--- src/rtl/seg_pkg.sv ---
// rtl/seg_pkg.sv - shared widths, scan states and 7-segment glyph constants
package seg_pkg;

    localparam int SEG_W       = 8;
    localparam int DIGIT_IDX_W = 3;

    typedef enum logic [1:0] {
        GUARD = 2'd0,
        LIT   = 2'd1,
        DARK  = 2'd2
    } scan_state_t;

    // bit7 = dp, bits6..0 = g..a
    localparam logic [SEG_W-1:0] GLYPH_0     = 8'b0011_1111;
    localparam logic [SEG_W-1:0] GLYPH_1     = 8'b0000_0110;
    localparam logic [SEG_W-1:0] GLYPH_2     = 8'b0101_1011;
    localparam logic [SEG_W-1:0] GLYPH_3     = 8'b0100_1111;
    localparam logic [SEG_W-1:0] GLYPH_4     = 8'b0110_0110;
    localparam logic [SEG_W-1:0] GLYPH_5     = 8'b0110_1101;
    localparam logic [SEG_W-1:0] GLYPH_6     = 8'b0111_1101;
    localparam logic [SEG_W-1:0] GLYPH_7     = 8'b0000_0111;
    localparam logic [SEG_W-1:0] GLYPH_8     = 8'b0111_1111;
    localparam logic [SEG_W-1:0] GLYPH_9     = 8'b0110_1111;
    localparam logic [SEG_W-1:0] GLYPH_BLANK = 8'b0000_0000;

endpackage

--- src/rtl/scan_prescaler.sv ---
// rtl/scan_prescaler.sv - resettable divider producing a 1-cycle tick every TICK_DIV clocks
module scan_prescaler #(
    parameter int TICK_DIV = 3375
) (
    input  logic clk,
    input  logic rst,
    output logic tick
);

    localparam int CW = (TICK_DIV > 1) ? $clog2(TICK_DIV) : 1;
    localparam logic [CW-1:0] LAST = CW'(TICK_DIV - 1);

    logic [CW-1:0] cnt;

    assign tick = (cnt == LAST);

    always_ff @(posedge clk) begin
        if (rst) begin
            cnt <= '0;
        end else if (tick) begin
            cnt <= '0;
        end else begin
            cnt <= cnt + 1'b1;
        end
    end

endmodule

--- src/rtl/seg_scan_ctrl.sv ---
// rtl/seg_scan_ctrl.sv - 7-segment scan scheduler with double-buffered glyphs, blank guard and PWM; SEG_LAMP_TEST_EN adds lamp_test
module seg_scan_ctrl
    import seg_pkg::*;
#(
    parameter int NUM_DIGITS = 6,
    parameter int TICK_DIV   = 3375,
    parameter int BRIGHT_W   = 3
) (
    input  logic                   clk,
    input  logic                   rst,
`ifdef SEG_LAMP_TEST_EN
    input  logic                   lamp_test,
`endif
    input  logic                   wr_valid,
    output logic                   wr_ready,
    input  logic [DIGIT_IDX_W-1:0] wr_addr,
    input  logic [SEG_W-1:0]       wr_data,
    input  logic                   commit,
    input  logic [BRIGHT_W-1:0]    brightness,
    output logic [SEG_W-1:0]       seg_out,
    output logic [NUM_DIGITS-1:0]  dig_sel,
    output logic                   frame_done
);

    localparam logic [DIGIT_IDX_W-1:0] LAST_IDX = DIGIT_IDX_W'(NUM_DIGITS - 1);
    localparam logic [DIGIT_IDX_W:0]   NUM_D    = (DIGIT_IDX_W + 1)'(NUM_DIGITS);

    logic                   tick;
    logic                   lamp_in;
    logic                   lamp_q;
    logic [BRIGHT_W-1:0]    sub;
    logic [BRIGHT_W-1:0]    sub_nx;
    logic [BRIGHT_W-1:0]    bright_eff;
    logic [DIGIT_IDX_W-1:0] idx;
    scan_state_t            state;
    scan_state_t            state_nx;
    logic                   last_sub;
    logic                   boundary;
    logic                   boundary_q;
    logic                   swap;
    logic                   wr_fire;
    logic                   commit_pending;
    logic [SEG_W-1:0]       back    [NUM_DIGITS];
    logic [SEG_W-1:0]       back_nx [NUM_DIGITS];
    logic [SEG_W-1:0]       front   [NUM_DIGITS];

`ifdef SEG_LAMP_TEST_EN
    assign lamp_in = lamp_test;
`else
    assign lamp_in = 1'b0;
`endif

    scan_prescaler #(
        .TICK_DIV (TICK_DIV)
    ) u_prescaler (
        .clk  (clk),
        .rst  (rst),
        .tick (tick)
    );

    assign wr_ready   = !commit_pending;
    assign wr_fire    = wr_valid && wr_ready && ({1'b0, wr_addr} < NUM_D);
    assign last_sub   = (sub == '1);
    assign boundary   = tick && last_sub && (idx == LAST_IDX);
    // A commit arriving on the boundary tick itself still makes this swap
    assign swap       = boundary && (commit_pending || commit);
    assign bright_eff = lamp_in ? '1 : brightness;

    always_comb begin
        sub_nx   = sub + 1'b1;
        state_nx = state;
        if (tick) begin
            if (sub_nx == '0) begin
                state_nx = GUARD;
            end else if (sub_nx <= bright_eff) begin
                state_nx = LIT;
            end else begin
                state_nx = DARK;
            end
        end
    end

    always_ff @(posedge clk) begin
        if (rst) begin
            state <= GUARD;
        end else begin
            state <= state_nx;
        end
    end

    always_ff @(posedge clk) begin
        if (rst) begin
            sub            <= '0;
            idx            <= '0;
            lamp_q         <= 1'b0;
            boundary_q     <= 1'b0;
            commit_pending <= 1'b0;
        end else begin
            boundary_q <= boundary;
            if (tick) begin
                sub    <= sub_nx;
                lamp_q <= lamp_in;
                if (last_sub) begin
                    idx <= (idx == LAST_IDX) ? '0 : idx + 1'b1;
                end
            end
            if (swap) begin
                commit_pending <= 1'b0;
            end else if (commit) begin
                commit_pending <= 1'b1;
            end
        end
    end

    // Same-cycle write is folded in before the copy so it lands in the new frame
    always_comb begin
        for (int i = 0; i < NUM_DIGITS; i++) begin
            back_nx[i] = back[i];
        end
        if (wr_fire) begin
            back_nx[wr_addr] = wr_data;
        end
    end

    always_ff @(posedge clk) begin
        if (rst) begin
            for (int i = 0; i < NUM_DIGITS; i++) begin
                back[i]  <= GLYPH_BLANK;
                front[i] <= GLYPH_BLANK;
            end
        end else begin
            for (int i = 0; i < NUM_DIGITS; i++) begin
                back[i] <= back_nx[i];
                if (swap) begin
                    front[i] <= back_nx[i];
                end
            end
        end
    end

    always_ff @(posedge clk) begin
        if (rst) begin
            seg_out    <= '0;
            dig_sel    <= '0;
            frame_done <= 1'b0;
        end else begin
            frame_done <= boundary_q;
            if (state == LIT) begin
                seg_out <= lamp_q ? {SEG_W{1'b1}} : front[idx];
                dig_sel <= NUM_DIGITS'(1) << idx;
            end else begin
                seg_out <= '0;
                dig_sel <= '0;
            end
        end
    end

endmodule

--- config.mk ---
export PLATFORM = sky130hd
export DESIGN_NAME = seg_scan_ctrl
export DESIGN_NICKNAME = d
export VERILOG_FILES = /design/src/rtl/seg_pkg.sv /design/src/rtl/scan_prescaler.sv /design/src/rtl/seg_scan_ctrl.sv
export SDC_FILE = /design/constraint.sdc
export NUM_CORES = 1
export LEC_CHECK = 0
export ABC_AREA = 1
export CAP_MARGIN = 10
export CORE_MARGIN = 2
export CORE_UTILIZATION = 45
export DETAILED_ROUTE_END_ITERATION = 16
export GPL_TIMING_DRIVEN = 0
export HOLD_SLACK_MARGIN = 0.03
export PLACE_DENSITY = 0.74
export SLEW_MARGIN = 0
export SYNTH_ARGS = -nofsm -noshare
export SYNTH_HDL_FRONTEND = slang
export SYNTH_SLANG_ARGS = --single-unit
--- constraint.sdc ---
create_clock -name clk -period 2.65 [get_ports clk]
set_input_delay 0.53 -clock clk [delete_from_list [all_inputs] [get_ports clk]]
set_output_delay 0.53 -clock clk [all_outputs]
set_load 0.05 [all_outputs]
Word-level counts from Yosys, hierarchy flattened
Memory sizes are Yosys's and may differ from the RTL's. A register that Yosys moved wholly into a read port is not among the register bits.
Index checks and enable logic that the tools add are counted.
{"block": "totals", "reg_bits": 29, "ram_bits": 96, "in_bits": 18, "out_inout_bits": 16, "wordCells": 74, "memories": 2}
{"block": "classes", "addsub": 3, "magnitude_cmp": 4, "eq_ne": 4, "n_shift": 1, "n_mux": 25, "bitwise_logic": 14, "n_reduce_logical": 13}
{"name": "back", "words": 6, "width": 8, "rd": 6, "rd_clocked_by_memory_dff": 0, "write_ports": 6, "line_no": "seg_scan_ctrl.sv:43", "text": "logic [SEG_W-1:0] back [NUM_DIGITS];"}
{"name": "front", "words": 6, "width": 8, "rd": 1, "rd_clocked_by_memory_dff": 1, "write_ports": 6, "line_no": "seg_scan_ctrl.sv:45", "text": "logic [SEG_W-1:0] front [NUM_DIGITS];"}
{"cell": "8-bit 2-to-1 mux", "count": 13}
{"cell": "48-bit bitwise mux", "count": 1}
{"cell": "48-bit 2-to-1 mux", "count": 1}
{"cell": "8-bit demux with 3-bit select", "count": 1}
{"cell": "12-bit by 1-bit adder with 12-bit output (second input constant)", "count": 1}
{"cell": "12-bit equality test (second input constant)", "count": 1}
{"cell": "1-bit bitwise OR", "count": 12}
{"cell": "3-bit by 1-bit adder with 3-bit output (second input constant)", "count": 2}
{"cell": "3-bit equality test (second input constant)", "count": 2}
{"cell": "1-bit logical AND", "count": 6}
{"cell": "1-bit 2-to-1 mux", "count": 6}
{"cell": "2-bit OR reduction", "count": 3}
{"cell": "1-bit by 3-bit left shift with 6-bit output (first input constant)", "count": 1}
{"cell": "4-bit greater-or-equal comparator (second input constant)", "count": 1}
{"cell": "4-bit by 1-bit < comparator with 1-bit output (second input constant)", "count": 1}
{"cell": "2-bit 2-to-1 mux", "count": 2}
{"cell": "3-bit NOT with 4-bit output", "count": 1}
{"cell": "3-bit less-or-equal comparator", "count": 1}
{"cell": "3-bit logical NOT", "count": 1}
{"cell": "3-bit < comparator (second input constant)", "count": 1}
{"cell": "3-bit 2-to-1 mux", "count": 1}
{"cell": "2-bit by 1-bit equality test with 1-bit output (second input constant)", "count": 1}
{"cell": "2-bit AND reduction", "count": 1}
{"cell": "1-bit logical NOT", "count": 1}
{"cell": "other kinds (2)", "count": 2}

Logic depth before layout (Yosys ltp)
Gate-level depths: netlist (run 1).
{"block": "depth", "word_depth": 8, "mapped_depth": 9}

By module
Synthesis (run 1) repeated with hierarchy kept, for this count alone.
{"block": "unflattened", "hier_cells": 735, "hier_area_um2": 5854.4}
{"mod": "seg_scan_ctrl", "instances": 1, "cells_each": 645, "area_each_um2": 5225.0, "seq_area_each_um2": 2902.8}
{"mod": "scan_prescaler", "instances": 1, "cells_each": 90, "area_each_um2": 629.4, "seq_area_each_um2": 240.2}

Least setup slack after synthesis (run 1)
Ideal clock, no wire load.
{"block": "synth_path", "path_kind": "reg-to-reg", "startpoint": "register u_prescaler.cnt[0]", "endpoint": "memory front[0][0] (enable)", "t_arrival_ns": 2.228, "required_ns": 2.243, "slack_ns": 0.015, "stages_incl_launch_ff": 10, "n_path_buf": 1, "synth_period_minus_slack_ns": 2.635, "path_cell_list": "dfxtp_1 > inv_1 > ha_1 > inv_1 > nor2_1 > nand3_1 > nor2_2 > nand3_2 > buf_6 > nand2_1"}
{"item": "start, declared", "line_no": "scan_prescaler.sv:13", "text": "logic [CW-1:0] cnt;"}
{"item": "start signal, assigned", "line_no": "scan_prescaler.sv:23", "text": "cnt <= cnt + 1'b1;"}
{"item": "end, declared", "line_no": "seg_scan_ctrl.sv:45"}

==> flow_summary.yaml, run 1 <==
floorplanning:
  dieHeight_um: 117
  io_pins: 34
  coreArea_mm2: 0.0126
  start_util: 0.460
  die_x_um: 117
  rows: 41
  die-area_mm2: 0.0138
critical_path:
  crit_arrival_ns: 2.43
  worstSetupPathType: "flop to flop"
  slowest_stage: "dfxtp_1"
  critPathMaxStageDelay_ns: 0.33
  startpoint_type: "flop"
  crit_required_ns: 2.76
  end_kind: "flop"
  cp_max_fo: 36
  crit_top_cell: "inv_1"
  crit_path_cell_trace: "inv_1, ha_1, inv_1, nor2_1, nand3_1, nor2_2, nand3_2, buf_6, nand2_2, buf_12"
route:
  ant_nets: 0
  first_iter_violations: 419
  routed.top_layer: "met4"
  wl_met1_um: 5670
  dr.pass1.iters: 5
  wl_um: 12600
  drcViolationCount: 0
  wl_per_cell_um: 13.4
  wl_met3_um: 695
  vias: 4562
  met2WireLength_um: 5910
  viasPerCell: 4.86
pwr:
  power_density_mw_per_mm2: 660
  switching_power_mw: 1.01
  p_total_mw: 4.53
  pwr-share-clk: 0.463
  power_frac_comb: 0.051
  power.leakage_nw: 3.09
  ir_drop_mv: 0.434
  intPower_mw: 3.52
  p_seq_frac: 0.486
  switching_share: 0.223
place:
  dp_hpwl_um: 9040
  io_buffers: 31
  placed_cells: 906
  place_congestion: 0.928
run_status:
  status: "finished clean"
synth:
  yosysTopAreaCell: "dfxtp_1"
  syn_nets: 728
  yosysWarningCount: 0
  synth.distinct_cells: 29
  yosys.area.top_type_share: 0.294
  synth_area_leaders: "dfxtp_1, edfxtp_1, inv_1"
  syn_area_per_cell_um2: 8.24
  synth-seq-cells: 133
  synthCells: 702
  ys_seq_area_frac: 0.544
  syn_area_mm2: 0.00578
final_layout:
  num-nets-final: 779
  drive_above_1_share: 0.0862
  final_cells: 938
  synthToLayoutAreaGrowth_pct: 18.5
  diodes: 0
  fin_util: 0.545
clock_network:
  clk_pin_slew_ns: 0.06
  h-tree-depth: 4
  cts_buffers: 17
  cts_setup_buffers: 0
  cts_sinks: 133
  cts-resized-gates: 0
  ctsHoldBuffers: 0
  cts_tree: "done"
  cts-root-buf: "clkbuf_16"
  clk_latency_ns: 0.42
  clock_path_buffers: 2
timing:
  min_period_ns: 2.32
  skew_ns: 0.00787
  setup_violations: 0
  worstMarginPinSlew_ns: 0.692
  slew_viol_final: 0
  rsz0062_at_grt: "false"
  finalHoldViolations: 0
  relSlewSlack: 0.537
  finalCritPeriodShare: 0.874
  max_freq_mhz: 432
global_route:
  grt_max_degree: 37
  grt_pass1_wl_um: 20800
  antenna_found_initial: 0
  grt_use_total: 0.192
  grt-ovfl-total: 0
  grt_pass1_vias: 4304
run:
  max_cap_viol_count: 0
hold_path:
  hold_path_class: "flop to flop"
==> power by group through the flow <==
stage          Combinational (mW)  Clock [mW]  Sequential (mW)
2_1_floorplan               0.147           0             2.23
3_3_place_gp                0.220           0             2.24
3_5_place_dp                0.226           0             2.24
4_1_cts                     0.229        2.11             2.20
5_1_grt                     0.258        2.19             2.20
6_report                    0.230        2.10             2.20
==> registers in the layout (all words and copies together), names as in the netlist, 2 cells and up <==
register,cells
u_prescaler.cnt,12
dig_sel,6
front,48
sub,3
idx,3
state,2
back,48
seg_out,8
==> Yosys cell counts, drive strengths merged <==
master,count
mux2i,8
xnor2,1
a31oi,1
xor2,2
buf,20
nor2,120
edfxtp,48
or2,2
nand2,122
ha,8
a21oi,15
inv,141
a22oi,16
dfxtp,85
clkbuf,7
nand3,48
o21ai,13
nand4,40
nor3,5
==> worst paths after layout <==
kind,startpoint,endpoint,slack (ns),cells after the start
worst min-delay path,boundary_q,frame_done,0.40,2
worst max-delay path,u_prescaler.cnt[0],front[4][2],0.33,10
worst max register to register,u_prescaler.cnt[0],front[4][2],0.33,10
worst min register to register,boundary_q,frame_done,0.40,2
==> routing by layer <==
metal / global-route usage / vias up
li1: - / 2332
met1: 0.247 / 2068
met2: 0.311 / 135
met3: 0.0375 / 27
met4: 0.0926 / 0
met5: 0 / -
==> kinds of logic (layout without fill, tap and decap cells) <==
logic type	count (synthesis)	in the layout	share of synthesized area
adders and majority gates	8	8	0.0173
DFF	133	133	0.544
buffers and inverters	168	232	0.118
muxes	8	8	0.0139
AOI/OAI and AO/OA	45	45	0.0461
and+or+nand+nor	337	337	0.257
xor gates and xnor gates	3	3	0.00455
==> placed cells by master, fill, tap and decap left out, types with 6 or more instances in the layout <==
cell type / instances
clkinv_2: 7
ha_1: 8
buf_2: 14
nor2_2: 6
nand4_1: 40
clkbuf_1: 8
inv_1: 137
a21oi_1: 15
a22oi_1: 16
mux2i_1: 8
clkdlybuf4s50_1: 31
nor2_1: 112
nand2_1: 120
edfxtp_1: 48
dfxtp_1: 85
o21ai_0: 13
clkbuf_16: 17
nand3_1: 46
==> metrics by stage <==
step	cell area, µm²	hold WS (ns)	setup TNS, ns	setup slack [ns]
6_report	6850	0.403	0	0.334
5_1_grt	6850	0.430	0	0.121
4_1_cts	6850	0.406	0	0.319
3_5_place_dp	6330	0.399	0	0.221
3_3_place_gp	6310	0.397	-35.99	-0.752
2_1_floorplan	5780	0.388	0	0.0152
==> layout make-up <==
class                   instances  area (µm²)
inverters                     141         529
repair buffers                 32         330
well taps                     172         215
clock inverters                13        91.3
multi-input cells             401        1960
fillers                      1142        5710
plain buffers                  27         150
flip-flops and latches        133        3140
clock buffers                  19         433
==> critical path, delay by kind of cell (launching register included) <==
kind	cells	cell delay, ns
buffers and inverters	4	0.57
DFF	1	0.33
adders and majority gates	1	0.15
and+or+nand+nor	5	0.94
Power figures use the tool's default switching activity.
==> inputs of run 2 (changes only) <==
SETUP_SLACK_MARGIN = 0.5   (was not set)
==> run 2 against run 1 <==
Design area up 2.2%. Setup slack better by 0.26 ns. Worst hold slack better by 0.0016 ns. Sequential share of layout area down 0.98 points. Non-clock buffer count down 1. Core utilization up 1.2 points. Combinational power up 2%. Clock power up 22%.
==> flow_summary.yaml, run 2 (same netlist as run 1, synthesis figures left out) <==
run_status:
  status: "finished clean"
final_layout:
  layout_commonest_cell: "inv_1"
  num-nets-final: 779
  diodes: 0
  nFillCells: 1118
  synthToLayoutAreaGrowth_pct: 21.1
  reg_top3: "back (48), front (48), u_prescaler.cnt (12)"
  drive_above_1_share: 0.0914
  layout_common_cells: "inv_1, nand2_1, nor2_1, dfxtp_1, edfxtp_1"
  fin_util: 0.557
hold_path:
  hold_path_class: "flop to flop"
  hold_start: "boundary_q"
  min_to: "frame_done"
  hold_depth: 2
floorplanning:
  coreArea_mm2: 0.0126
  die_x_um: 117
  dieHeight_um: 117
  io_pins: 34
  die-area_mm2: 0.0138
  start_util: 0.460
  rows: 41
clock_network:
  h-tree-depth: 4
  cts-root-buf: "clkbuf_16"
  cts_buffers: 17
  clock_path_buffers: 2
  cts_tree: "done"
  ctsHoldBuffers: 0
  clk_latency_ns: 0.42
  cts_sinks: 133
  clk_pin_slew_ns: 0.05
  cts_setup_buffers: 0
global_route:
  grt_use_total: 0.200
  grt_max_degree: 25
  grt-ovfl-total: 0
  grt_pass1_vias: 4237
  grt_pass1_wl_um: 21400
  antenna_found_initial: 0
place:
  place_ws_ns: 0.195
  io_buffers: 31
  place_congestion: 0.878
  dp_hpwl_um: 9100
timing:
  slew_viol_final: 0
  finalCritPeriodShare: 0.776
  hold_ws_ns: 0.404
  setup_slack_ns: 0.595
  tns_ns: 0
  rsz0062_at_grt: "false"
  setup_violations: 0
  skew_ns: 0.00629
  min_period_ns: 2.06
  relSlewSlack: 0.546
  worstMarginPinSlew_ns: 0.679
  max_freq_mhz: 487
  finalHoldViolations: 0
critical_path:
  cp_max_fo: 1
  slowest_stage: "clkdlybuf4s50_1"
  reg2reg_to: "front[5][6]"
  r2r_start: "u_prescaler.cnt[0]"
  reg2reg_setup_slack_ns: 0.70
  startpoint_type: "flop"
  crit_path_cell_trace: "clkdlybuf4s50_1"
  reg2reg_depth: 9
  crit_required_ns: 2.12
  worstSetupPathType: "flop to output pin"
  crit_arrival_ns: 1.53
  critPathMaxStageDelay_ns: 0.80
  end_kind: "output pin"
  critical-path-top-delay-family: "buffers and inverters"
  crit_buf_inv: 1
pwr:
  power_density_mw_per_mm2: 714
  p_total_mw: 5.00
  power.leakage_nw: 3.14
  ir_drop_mv: 0.441
route:
  vias: 4538
  first_iter_violations: 333
  viasPerCell: 4.84
  ant_nets: 0
  dr.pass1.iters: 5
  wl_per_cell_um: 13.8
  wl_um: 12900
  drcViolationCount: 0
run:
  max_cap_viol_count: 0
-- run 2: cell count changes in the layout (fill, tap and decap cells not counted), moves of 2 or more --
cell | previous run | this run
nand2_8 | 0 | 2
clkinv_2 | 7 | 2
clkinv_4 | 0 | 3
bufinv_16 | 1 | 5
clkinv_1 | 3 | 1
-- run 2: where the power goes --
group / internal [mW] / leakage [nW] / switching [mW] / total (mW)
combinational: 0.0771 / 1.69 / 0.156 / 0.234
sequential: 2.18 / 1.14 / 0.0223 / 2.20
clock: 1.69 / 0.311 / 0.877 / 2.57
-- run 2: area by class of cell --
cell class | instances | area, µm² | share of cell area
sequential | 133 | 3140 | 0.449
multi-input combinational | 402 | 2010 | 0.287
clock inverter | 13 | 205 | 0.0293
timing repair buffer | 31 | 309 | 0.0441
clock buffer | 19 | 443 | 0.0632
buffer | 27 | 150 | 0.0214
inverter | 141 | 529 | 0.0756
tap | 172 | 215 | 0.0307
-- run 2: metrics by stage --
| step | area, µm² | cells |
|---|---|---|
| finish | 7000 | 938 |
| global route | 7000 | 938 |
| CTS | 6990 | 938 |
| detailed placement | 6310 | 905 |
| global placement | 6310 | 905 |
| floorplan | 5790 | 702 |
-- run 2: repair_timing --
item | CTS | global route
gates cloned | 1 | 0
gates resized for setup | 3 | 2
endpoints found under the setup margin | 49 | 48
-- run 2: routing by layer --
| metal | GRT usage | part of all wire | vias to the layer above |
|---|---|---|---|
| met1 | 0.261 | 0.45 | 2059 |
| li1 | - | - | 2339 |
| met5 | 0 | 0 | - |
| met2 | 0.326 | 0.48 | 120 |
| met4 | 0.0685 | 0.016 | 0 |
| met3 | 0.0472 | 0.048 | 20 |
-- run 2: tightest hold or removal path, cell delays in order (launching register included) --
cell     delay [ns]
dfxtp_1        0.29
inv_1          0.04
nor2_1         0.03
-- run 2: worst max-delay path by stage --
stage               slack [ns]  cells after the start               start     endpoint
global placement          0.23                      5              commit  front[5][4]
floorplan                 0.74                      9  u_prescaler.cnt[0]  front[0][0]
global route              0.51                      9  u_prescaler.cnt[0]  front[2][7]
detailed placement        0.19                      5              commit  front[5][4]
CTS                       0.57                      1          seg_out[0]   seg_out[0]
finish                    0.59                      1          seg_out[0]   seg_out[0]
==> inputs of run 3 (changes only) <==
PLACE_DENSITY = 0.72   (was 0.74)
clock period = 2 ns   (was 2.65 ns; I/O delays follow)
==> run 3 against run 2 <==
Via count increased by 12%. Flip-flop and latch count stayed put. Register-to-register slack worse by 0.32 ns. Sequential power increased by 33%. Routed wire length up 21%. Final cell count grew 3.8%. Clock power grew 36%. Clock skew increased by 0.0026 ns. Combinational power up 70%. Die area is the same. Non-clock buffer count rose by 30. Critical path type is now flop to flop. Critical endpoint is now front[1][3].
==> flow_summary.yaml, run 3 (same netlist as run 1, synthesis figures left out) <==
run:
  max_cap_viol_count: 0
timing:
  relSlewSlack: 0.650
  rsz0062_at_grt: "true"
  hold_ws_ns: 0.401
  worstMarginPinSlew_ns: 0.524
  tns_ns: 0
  slew_viol_final: 0
  setup_violations: 0
  min_period_ns: 1.62
  finalCritPeriodShare: 0.811
  finalHoldViolations: 0
  max_freq_mhz: 616
  setup_slack_ns: 0.378
  skew_ns: 0.00893
route:
  wl_um: 15600
  ant_nets: 0
  drcViolationCount: 0
  dr.pass1.iters: 5
  viasPerCell: 5.22
  vias: 5085
  first_iter_violations: 447
  wl_per_cell_um: 16.0
clock_network:
  cts_buffers: 17
  clock_path_buffers: 2
  cts-root-buf: "clkbuf_16"
  ctsHoldBuffers: 0
  clk_pin_slew_ns: 0.06
  cts_sinks: 133
  cts_tree: "done"
  h-tree-depth: 4
  clk_latency_ns: 0.43
pwr:
  power_density_mw_per_mm2: 869
  power.leakage_nw: 3.42
  ir_drop_mv: 0.543
place:
  io_buffers: 31
  place_congestion: 1.01
  dp_hpwl_um: 9440
  placed_cells: 905
  place_ws_ns: -0.254
  postPlaceCellArea_mm2: 0.00639
floorplanning:
  dieHeight_um: 117
  die_x_um: 117
  rows: 41
  coreArea_mm2: 0.0126
  io_pins: 34
  die-area_mm2: 0.0138
  start_util: 0.460
final_layout:
  reg_top3: "back (48), front (48), u_prescaler.cnt (12)"
  synthToLayoutAreaGrowth_pct: 35.4
  diodes: 0
  layout_common_cells: "inv_1, nand2_1, dfxtp_1, nor2_1, edfxtp_1"
  num-nets-final: 815
  drive_above_1_share: 0.259
  final_cells: 974
  design_area_mm2: 0.00783
  layout_commonest_cell: "inv_1"
global_route:
  grt_pass1_vias: 4833
  antenna_found_initial: 0
  grt_use_total: 0.224
  grt_pass1_wl_um: 24000
  grt-ovfl-total: 0
  grt_max_degree: 18
critical_path:
  worstSetupPathType: "flop to flop"
  crit_required_ns: 2.18
  crit_arrival_ns: 1.80
  cp_max_fo: 6
  end_kind: "flop"
  startpoint_type: "flop"
run_status:
  status: "finished clean"
hold_path:
  hold_path_class: "flop to flop"
## run 3: cell count changes in the layout (fill, tap and decap cells not counted), moves of 7 or more
| cell | delta |
|---|---|
| nor2_4 | +25 |
| nor2_1 | -42 |
| buf_6 | +12 |
| inv_1 | -11 |
| nand2_2 | +9 |
| clkdlybuf4s50_1 | -18 |
| dfxtp_1 | -9 |
| inv_2 | +7 |
| buf_4 | +19 |
| nand2_1 | -10 |
| nor2_2 | +17 |
## run 3: per-stage QoR
step | util | power, mW
3_5_place_dp | 0.508 | 3.28
3_3_place_gp | 0.508 | 3.26
6_report | 0.623 | 6.80
2_1_floorplan | - | 3.17
4_1_cts | 0.598 | 6.77
5_1_grt | 0.623 | 6.99
## run 3: worst paths after layout
kind	to	slack, ns	start	cells past startpoint
max	front[1][3]	0.38	commit_pending	7
min	frame_done	0.40	boundary_q	2
max reg2reg	front[1][3]	0.38	commit_pending	7
min reg2reg	frame_done	0.40	boundary_q	2
## run 3: routing by layer
metal | vias to the layer above | global-route usage | wire length (µm)
met5 | - | 0 | 0
met4 | 0 | 0.110 | 615
met3 | 57 | 0.0608 | 938
met2 | 228 | 0.395 | 8110
met1 | 2379 | 0.249 | 5970
li1 | 2421 | - | -
## run 3: what timing repair did
item | in CTS | in global routing
endpoints found under the hold margin | 0 | 0
gates resized for setup | 136 | 99
cloned | 9 | 1
setup endpoints to repair | 156 | 133
buffers inserted | 19 | 8
pin swaps | 20 | 18
## run 3: layout make-up
cell class	count	area, µm²
sequential	133	3160
clock buffer	18	429
clock inverter	14	233
inverter	141	541
tap	172	215
fill	975	4740
timing repair buffer	61	542
buffer	27	215
multi-input combinational	408	2490
## run 3: where the power goes
part           internal [mW]  switching, mW  leakage, nW
clock                   2.33           1.16        0.310
sequential              2.88         0.0338         1.15
combinational          0.142          0.256         1.96
## run 3: critical path: stages, from the launching register on
cell and delay (ns):
dfxtp_4 0.38, nor2_4 0.15, nand4_1 0.25, buf_6 0.24, nor2_4 0.09, nor2_1 0.06, nand2_1 0.15, nor2_1 0.06
